### config.mk
export PLATFORM = sky130hd
export DESIGN_NAME = function_table_inverter
export DESIGN_NICKNAME = d
export VERILOG_FILES = /design/src/rtl/function_table_inverter.sv
export SDC_FILE = /design/constraint.sdc
export NUM_CORES = 1
export LEC_CHECK = 0
export CAP_MARGIN = 15
export CORE_ASPECT_RATIO = 2
export CORE_MARGIN = 2
export CORE_UTILIZATION = 44
export DETAILED_ROUTE_END_ITERATION = 8
export GPL_TIMING_DRIVEN = 0
export PLACE_DENSITY_LB_ADDON = 0.08
export REMOVE_ABC_BUFFERS = 1
export SYNTH_ARGS = -nofsm -noshare
export SYNTH_HDL_FRONTEND = slang
export SYNTH_SLANG_ARGS = --single-unit
### constraint.sdc
create_clock -name iCLK -period 4.57 [get_ports iCLK]
set_input_delay 0.914 -clock iCLK [delete_from_list [all_inputs] [get_ports iCLK]]
set_output_delay 0.914 -clock iCLK [all_outputs]
set_load 0.005 [all_outputs]
### src/rtl/function_table_inverter.sv
// Inverse lookup for a registered, monotonic non-decreasing function table.
// Bitwise binary search over x: finds the smallest x with f(x) >= target by
// probing the table through oTabX/iTabY, then re-probes the result to report
// whether the match is exact.
module function_table_inverter #(
  parameter int unsigned WIDTH_X       = 10,
  parameter int unsigned WIDTH_Y       = 8,
  parameter int unsigned TABLE_LATENCY = 1
) (
  input  logic               iCLK,
  input  logic               iRST,
  input  logic               iValid,
  output logic               oReady,
  input  logic [WIDTH_Y-1:0] iTarget,
  output logic               oValid,
  input  logic               iReady,
  output logic [WIDTH_X-1:0] oX,
  output logic               oExact,
  output logic [WIDTH_X-1:0] oTabX,
  input  logic [WIDTH_Y-1:0] iTabY
);

  localparam int unsigned KW = (WIDTH_X > 1) ? $clog2(WIDTH_X) : 1;
  localparam int unsigned CW = (TABLE_LATENCY > 1) ? $clog2(TABLE_LATENCY) : 1;
  localparam logic [KW-1:0] KTop = KW'(WIDTH_X - 1);
  localparam logic [CW-1:0] WaitLast = CW'(TABLE_LATENCY - 1);
  localparam logic [WIDTH_X-1:0] MsbOnly = {1'b1, {(WIDTH_X-1){1'b0}}};
  localparam logic [WIDTH_X-1:0] LsbOnly = {{(WIDTH_X-1){1'b0}}, 1'b1};

  typedef enum logic [2:0] {
    StIdle,
    StIssue,
    StWait,
    StVerifyIssue,
    StWaitV,
    StDone
  } state_t;

  state_t state;

  // r is an offset code (x + 2^(WIDTH_X-1)); it ends as the count of codes whose
  // table value is below target, i.e. the code of the smallest satisfying x.
  logic [WIDTH_X-1:0] r;
  logic [KW-1:0]      k;
  logic [CW-1:0]      waitCnt;
  logic [WIDTH_Y-1:0] target;

  logic [WIDTH_X-1:0] probeT;
  logic               below;
  logic [WIDTH_X-1:0] rAfter;
  logic [KW-1:0]      kDec;
  logic [WIDTH_X-1:0] nextT;
  logic [WIDTH_X-1:0] firstProbe;

  // Offset code to two's complement: flip the MSB.
  function automatic logic [WIDTH_X-1:0] offsetDecode(input logic [WIDTH_X-1:0] u);
    return u ^ MsbOnly;
  endfunction

  // Probe candidates and the compare result for the current step.
  always_comb begin
    probeT     = r | (LsbOnly << k);
    below      = $signed(iTabY) < $signed(target);
    rAfter     = below ? probeT : r;
    kDec       = k - KW'(1);
    nextT      = rAfter | (LsbOnly << kDec);
    firstProbe = offsetDecode(MsbOnly - LsbOnly);
  end

  // Search FSM; oTabX is loaded on the edge entering an issue state so the
  // address is already stable during the issue cycle.
  always_ff @(posedge iCLK) begin
    if (iRST) begin
      state   <= StIdle;
      r       <= '0;
      k       <= KTop;
      waitCnt <= '0;
      target  <= '0;
      oReady  <= 1'b1;
      oValid  <= 1'b0;
      oX      <= '0;
      oExact  <= 1'b0;
      oTabX   <= '0;
    end else begin
      unique case (state)
        StIdle: begin
          if (iValid && oReady) begin
            target <= iTarget;
            r      <= '0;
            k      <= KTop;
            oTabX  <= firstProbe;
            oReady <= 1'b0;
            state  <= StIssue;
          end
        end
        StIssue: begin
          waitCnt <= WaitLast;
          state   <= StWait;
        end
        StWait: begin
          if (waitCnt != '0) begin
            waitCnt <= waitCnt - CW'(1);
          end else begin
            r <= rAfter;
            if (k == '0) begin
              oTabX <= offsetDecode(rAfter);
              state <= StVerifyIssue;
            end else begin
              k     <= kDec;
              oTabX <= offsetDecode(nextT - LsbOnly);
              state <= StIssue;
            end
          end
        end
        StVerifyIssue: begin
          waitCnt <= WaitLast;
          state   <= StWaitV;
        end
        StWaitV: begin
          if (waitCnt != '0) begin
            waitCnt <= waitCnt - CW'(1);
          end else begin
            oX     <= offsetDecode(r);
            oExact <= (iTabY == target);
            oValid <= 1'b1;
            state  <= StDone;
          end
        end
        StDone: begin
          if (iReady) begin
            oValid <= 1'b0;
            oReady <= 1'b1;
            state  <= StIdle;
          end
        end
        default: state <= StIdle;
      endcase
    end
  end

endmodule
==> results of run 1 <==
[registers in the layout, indices dropped and copies added (netlist names)]
register,flops
target,8
oValid,1
state,3
r,10
oTabX,10
oExact,1
k,4
oX,10
oReady,1
[stage by stage]
step | cells | hold slack [ns]
finish | 434 | 0.455
global placement | 424 | 0.443
floorplan | 319 | 0.430
global route | 434 | 0.480
detailed placement | 425 | 0.448
CTS | 433 | 0.456
[cells in the mapped netlist (all sizes together), types with 2 or more instances]
master	n	area, µm²
nand4	3	25.0
o21ai	9	45.0
a2111oi	6	78.8
a31oi	7	43.8
o41ai	3	52.6
nor3	4	20.0
a211oi	8	77.6
nand3	3	15.0
o311ai	2	17.5
xnor2	4	35.0
a221oi	8	93.8
dfxtp	48	961
buf	5	23.8
a22oi	5	37.5
nor2	45	171
a21oi	35	175
a21boi	2	15.0
nand2b	2	12.5
nor2b	4	25.0
clkbuf	19	71.3
nand2	53	199
and2	6	40.0
inv	14	52.6
ha	15	188
a32oi	4	35.0
or2	4	25.0
or3	6	37.5
[area by class of cell]
class | instances | area, µm² | area share
Clock buffer | 7 | 143 | 0.0432
Clock inverter | 1 | 7.51 | 0.00227
Timing Repair Buffer | 44 | 428 | 0.130
Multi-Input combinational cell | 257 | 1630 | 0.494
Inverter | 14 | 52.6 | 0.0159
Sequential cell | 48 | 961 | 0.291
Tap cell | 63 | 78.8 | 0.0239
[layer usage]
| metal | global-route usage | up-vias | share of wire |
|---|---|---|---|
| met2 | 0.395 | 51 | 0.54 |
| met3 | 0.0346 | 15 | 0.029 |
| met4 | 0.113 | 0 | 0.026 |
| met1 | 0.242 | 1192 | 0.40 |
| li1 | - | 1284 | - |
| met5 | 0 | - | 0 |
[report_power, final]
part / internal (mW) / leakage [nW] / switching (mW)
Combinational: 0.0893 / 0.742 / 0.104
Clock: 0.218 / 0.0701 / 0.159
Sequential: 0.440 / 0.391 / 0.0139
Total: 0.747 / 1.20 / 0.277
[critical path, cell delays in order]
cell and delay [ns]:
clkdlybuf4s50_1 0.40, ha_1 0.34, nand4_2 0.19, a211oi_4 0.33
o41ai_4 0.22, and2_1 0.27, a221oi_1 0.34, ha_1 0.29
o311ai_1 0.13, a31oi_1 0.33, nand3_1 0.15, xnor2_1 0.18
a2111oi_2 0.35
[worst paths after layout]
check,startpoint,to,slack [ns],depth (start not counted)
worst max register to register,target[7]$_SDFFE_PP0P_,oTabX[8]$_SDFFE_PP0P_,1.01,13
worst min register to register,target[2]$_SDFFE_PP0P_,target[2]$_SDFFE_PP0P_,0.45,2
worst min-delay path,target[2]$_SDFFE_PP0P_,target[2]$_SDFFE_PP0P_,0.45,2
worst max-delay path,iTabY[7],oTabX[8]$_SDFFE_PP0P_,0.34,13
[kinds of logic after synthesis]
| group | after synthesis | share of synthesized area |
|---|---|---|
| buffers and inverters | 38 | 0.0539 |
| AO/OA/AOI/OAI | 100 | 0.281 |
| XOR/XNOR | 5 | 0.0160 |
| flip-flops | 48 | 0.351 |
| multiplexers | 1 | 0.00365 |
| adder cells (fa/ha/maj) | 15 | 0.0685 |
| AND/OR/NAND/NOR | 136 | 0.226 |
==> flow_summary.yaml, run 1 <==
global_route:
  grt_start_max_net_pins: 49
  grtUsageTotal: 0.222
  grt_pass1_vias: 2494
  overflow: 0
  grt_pass1_wl_mm: 11.7
  antenna_found_initial: 0
synthesis:
  synth_flop_cell: "dfxtp_1"
  syn_avg_cell_area_um2: 7.99
  syn_area_mm2: 0.00274
  ys_seq_area_frac: 0.351
  ys_warn_count: 0
  synthCells: 343
  synth_cell_types: 60
  synth-edff-count: 0
  ys_ff_latch: 48
  synthArstFlopShare: 0
clock_tree:
  cts_made_buffers: 5
  cts_sinks: 48
  ctsHoldBuffers: 0
  clock_latency_ns: 0.30
  root_buffer: "clkbuf_16"
  post_cts_buffers: 0
  cts-resized-gates: 0
  cts_max_path_buffers: 2
  htree_levels: 2
  cts_tree: "yes"
  cts.clk_slew.worst_paths_ns: 0.06
final_layout:
  fillers: 586
  final_area_mm2: 0.00330
  final_core_util: 0.550
  n_antenna_cell: 0
  drive_above_1_share: 0.0782
  layout_commonest_cell: "nand2_1"
  layout.nets: 405
  final_cell_mix: "nand2_1, dfxtp_1, nor2_1"
  areaGrowthSynthToFinish_pct: 20.5
sta:
  fin_ws_ns: 0.336
  rsz0062_at_grt: "false"
  setup_viol: 0
  max_freq_ghz: 0.236
  tightestPinTransition_ns: 1.06
  setup_tns_ns: 0
  drv_slew: 0
  clock_skew_ns: 0.00533
  period_needed_ns: 4.23
  max_slew_margin: 0.290
  finalCritPeriodShare: 0.927
  hold_viol: 0
pwr:
  leakagePower_nw: 1.20
  ir_drop_mv: 0.265
  fin_total_pwr_mw: 1.02
  pwr_density_cell_mw_per_mm2: 310
floorplan:
  coreArea_mm2: 0.00601
  die_w_um: 59.8
  ios: 43
  rows: 40
  start_util: 0.456
  die_y_um: 116
  die-area_mm2: 0.00692
route:
  drt_pass1_iterations: 5
  viasPerCell: 5.86
  wl_per_cell_um: 16.2
  drc: 0
  wirelength_mm: 7.03
  num_vias: 2542
  drt_first_iter_violations: 84
  postRouteAntennaNets: 0
place:
  gp_routability_congestion: 0.948
  placed_cell_area_mm2: 0.00315
  pre_cts_ws_ns: -0.00812
  io_buffers: 42
  hpwl_mm: 5.08
worst_setup_path:
  cp.arrival_ns: 4.43
  required_ns: 4.77
  start_kind: "primary input"
  cp_max_fo: 12
  cp-end-kind: "flip-flop"
  path_class: "primary input to flip-flop"
job:
  drv_cap: 0
status:
  status: "finished clean"
worst_hold_path:
  hp-class: "flip-flop to flip-flop"
Power figures use the tool's default switching activity.
==> run 2, diff against run 1 <==
- CORE_UTILIZATION: 44 -> 40
==> flow_summary.yaml, run 2 (synthesis results as in run 1) <==
status:
  status: "finished clean"
worst_setup_path:
  required_ns: 4.77
  cp-end-kind: "flip-flop"
  cp.arrival_ns: 4.37
  path_class: "primary input to flip-flop"
  cp_max_fo: 12
  start_kind: "primary input"
  r2r_cells: 13
floorplan:
  die_y_um: 121
  rows: 42
  start_util: 0.414
  ios: 43
  coreArea_mm2: 0.00662
  die-area_mm2: 0.00757
  die_w_um: 62.5
clock_tree:
  cts_made_buffers: 5
  ctsHoldBuffers: 0
  htree_levels: 2
  clock_latency_ns: 0.30
  cts_sinks: 48
  cts.clk_slew.worst_paths_ns: 0.07
  cts-resized-gates: 0
  cts_max_path_buffers: 2
  cts_tree: "yes"
  post_cts_buffers: 0
  root_buffer: "clkbuf_16"
route:
  viasPerCell: 5.58
  wirelength_mm: 7.69
  postRouteAntennaNets: 0
  wl_per_cell_um: 16.7
  drc: 0
  num_vias: 2567
  drt_first_iter_violations: 104
  drt_pass1_iterations: 4
final_layout:
  final_core_util: 0.509
  final_cell_mix: "nand2_1, dfxtp_1, nor2_1"
  n_antenna_cell: 0
  layout.nets: 406
  layout_commonest_cell: "nand2_1"
  areaGrowthSynthToFinish_pct: 22.8
  drive_above_1_share: 0.0833
  fillers: 693
  reg_top3: "oTabX: 10 flops, oX: 10 flops, r: 10 flops"
  fin_cells: 460
  final_area_mm2: 0.00337
  seq_area_um2: 961
  multi_input_area_mm2: 0.00163
global_route:
  antenna_found_initial: 0
  overflow: 0
  grt_pass1_wl_mm: 12.7
  grt_start_max_net_pins: 49
  grt_pass1_vias: 2499
  grtUsageTotal: 0.211
sta:
  hold_viol: 0
  drv_slew: 0
  max_slew_margin: 0.204
  setup_viol: 0
  rsz0062_at_grt: "false"
  finalCritPeriodShare: 0.914
  clock_skew_ns: 0.00518
  period_needed_ns: 4.18
  tightestPinTransition_ns: 1.19
  setup_tns_ns: 0
  max_freq_ghz: 0.239
job:
  drv_cap: 0
pwr:
  p_int_uw: 789
  power_frac_seq: 0.421
  power_frac_comb: 0.186
  switchingPower_uw: 291
  leakagePower_nw: 1.22
  swShare: 0.269
  pwr_density_cell_mw_per_mm2: 321
  clock_power_share: 0.393
  ir_drop_mv: 0.203
place:
  io_buffers: 42
  hpwl_mm: 5.50
  gp_routability_congestion: 0.940
  placed_cell_area_mm2: 0.00318
  placed_cells_incl_taps: 451
worst_hold_path:
  hp-class: "flip-flop to flip-flop"
  hold_depth: 2
## run 2: power groups by stage
| stage | sequential (mW) | clock [mW] | combinational [mW] |
|---|---|---|---|
| detailed placement | 0.464 | 0 | 0.198 |
| floorplan | 0.463 | 0 | 0.112 |
| CTS | 0.455 | 0.432 | 0.199 |
| finish | 0.454 | 0.425 | 0.201 |
| global route | 0.458 | 0.447 | 0.221 |
| global placement | 0.464 | 0 | 0.195 |
## run 2: final cells by class
type,count,area share
Multi-Input combinational cell,257,0.485
Sequential cell,48,0.285
Timing Repair Buffer,45,0.132
Clock buffer,5,0.0372
Tap cell,88,0.0327
Inverter,14,0.0156
Clock inverter,3,0.0126
## run 2: worst paths after layout
kind	startpoint	to	slack, ns
setup reg to reg	k[0]$_SDFFE_PP1P_	oTabX[8]$_SDFFE_PP0P_	1.02
setup / recovery	iTabY[7]	oTabX[8]$_SDFFE_PP0P_	0.39
hold reg to reg	target[5]$_SDFFE_PP0P_	target[5]$_SDFFE_PP0P_	0.46
hold / removal	target[5]$_SDFFE_PP0P_	target[5]$_SDFFE_PP0P_	0.46
## run 2: routing by layer
| layer | wire length [µm] | global-route usage |
|---|---|---|
| met1 | 3120 | 0.241 |
| met2 | 4160 | 0.388 |
| met3 | 293 | 0.0315 |
| met4 | 116 | 0.0847 |
| met5 | 0 | 0 |
## run 2: worst max-delay path, stage by stage
cell             delay (ns)
clkdlybuf4s50_1        0.41
ha_1                   0.34
nand4_2                0.19
a211oi_4               0.34
o41ai_4                0.22
and2_1                 0.27
a221oi_1               0.28
ha_1                   0.26
o311ai_1               0.12
a31oi_1                0.36
nand3_1                0.16
xnor2_1                0.16
a2111oi_2              0.35
## run 2: through the flow
step / hold slack [ns] / worst slack [ns] / total power, mW
6_report: 0.455 / 0.392 / 1.08
3_5_place_dp: 0.448 / 0.0430 / 0.663
5_1_grt: 0.475 / 0.162 / 1.13
3_3_place_gp: 0.443 / 0.100 / 0.659
4_1_cts: 0.457 / 0.351 / 1.09
2_1_floorplan: 0.430 / 0.998 / 0.575
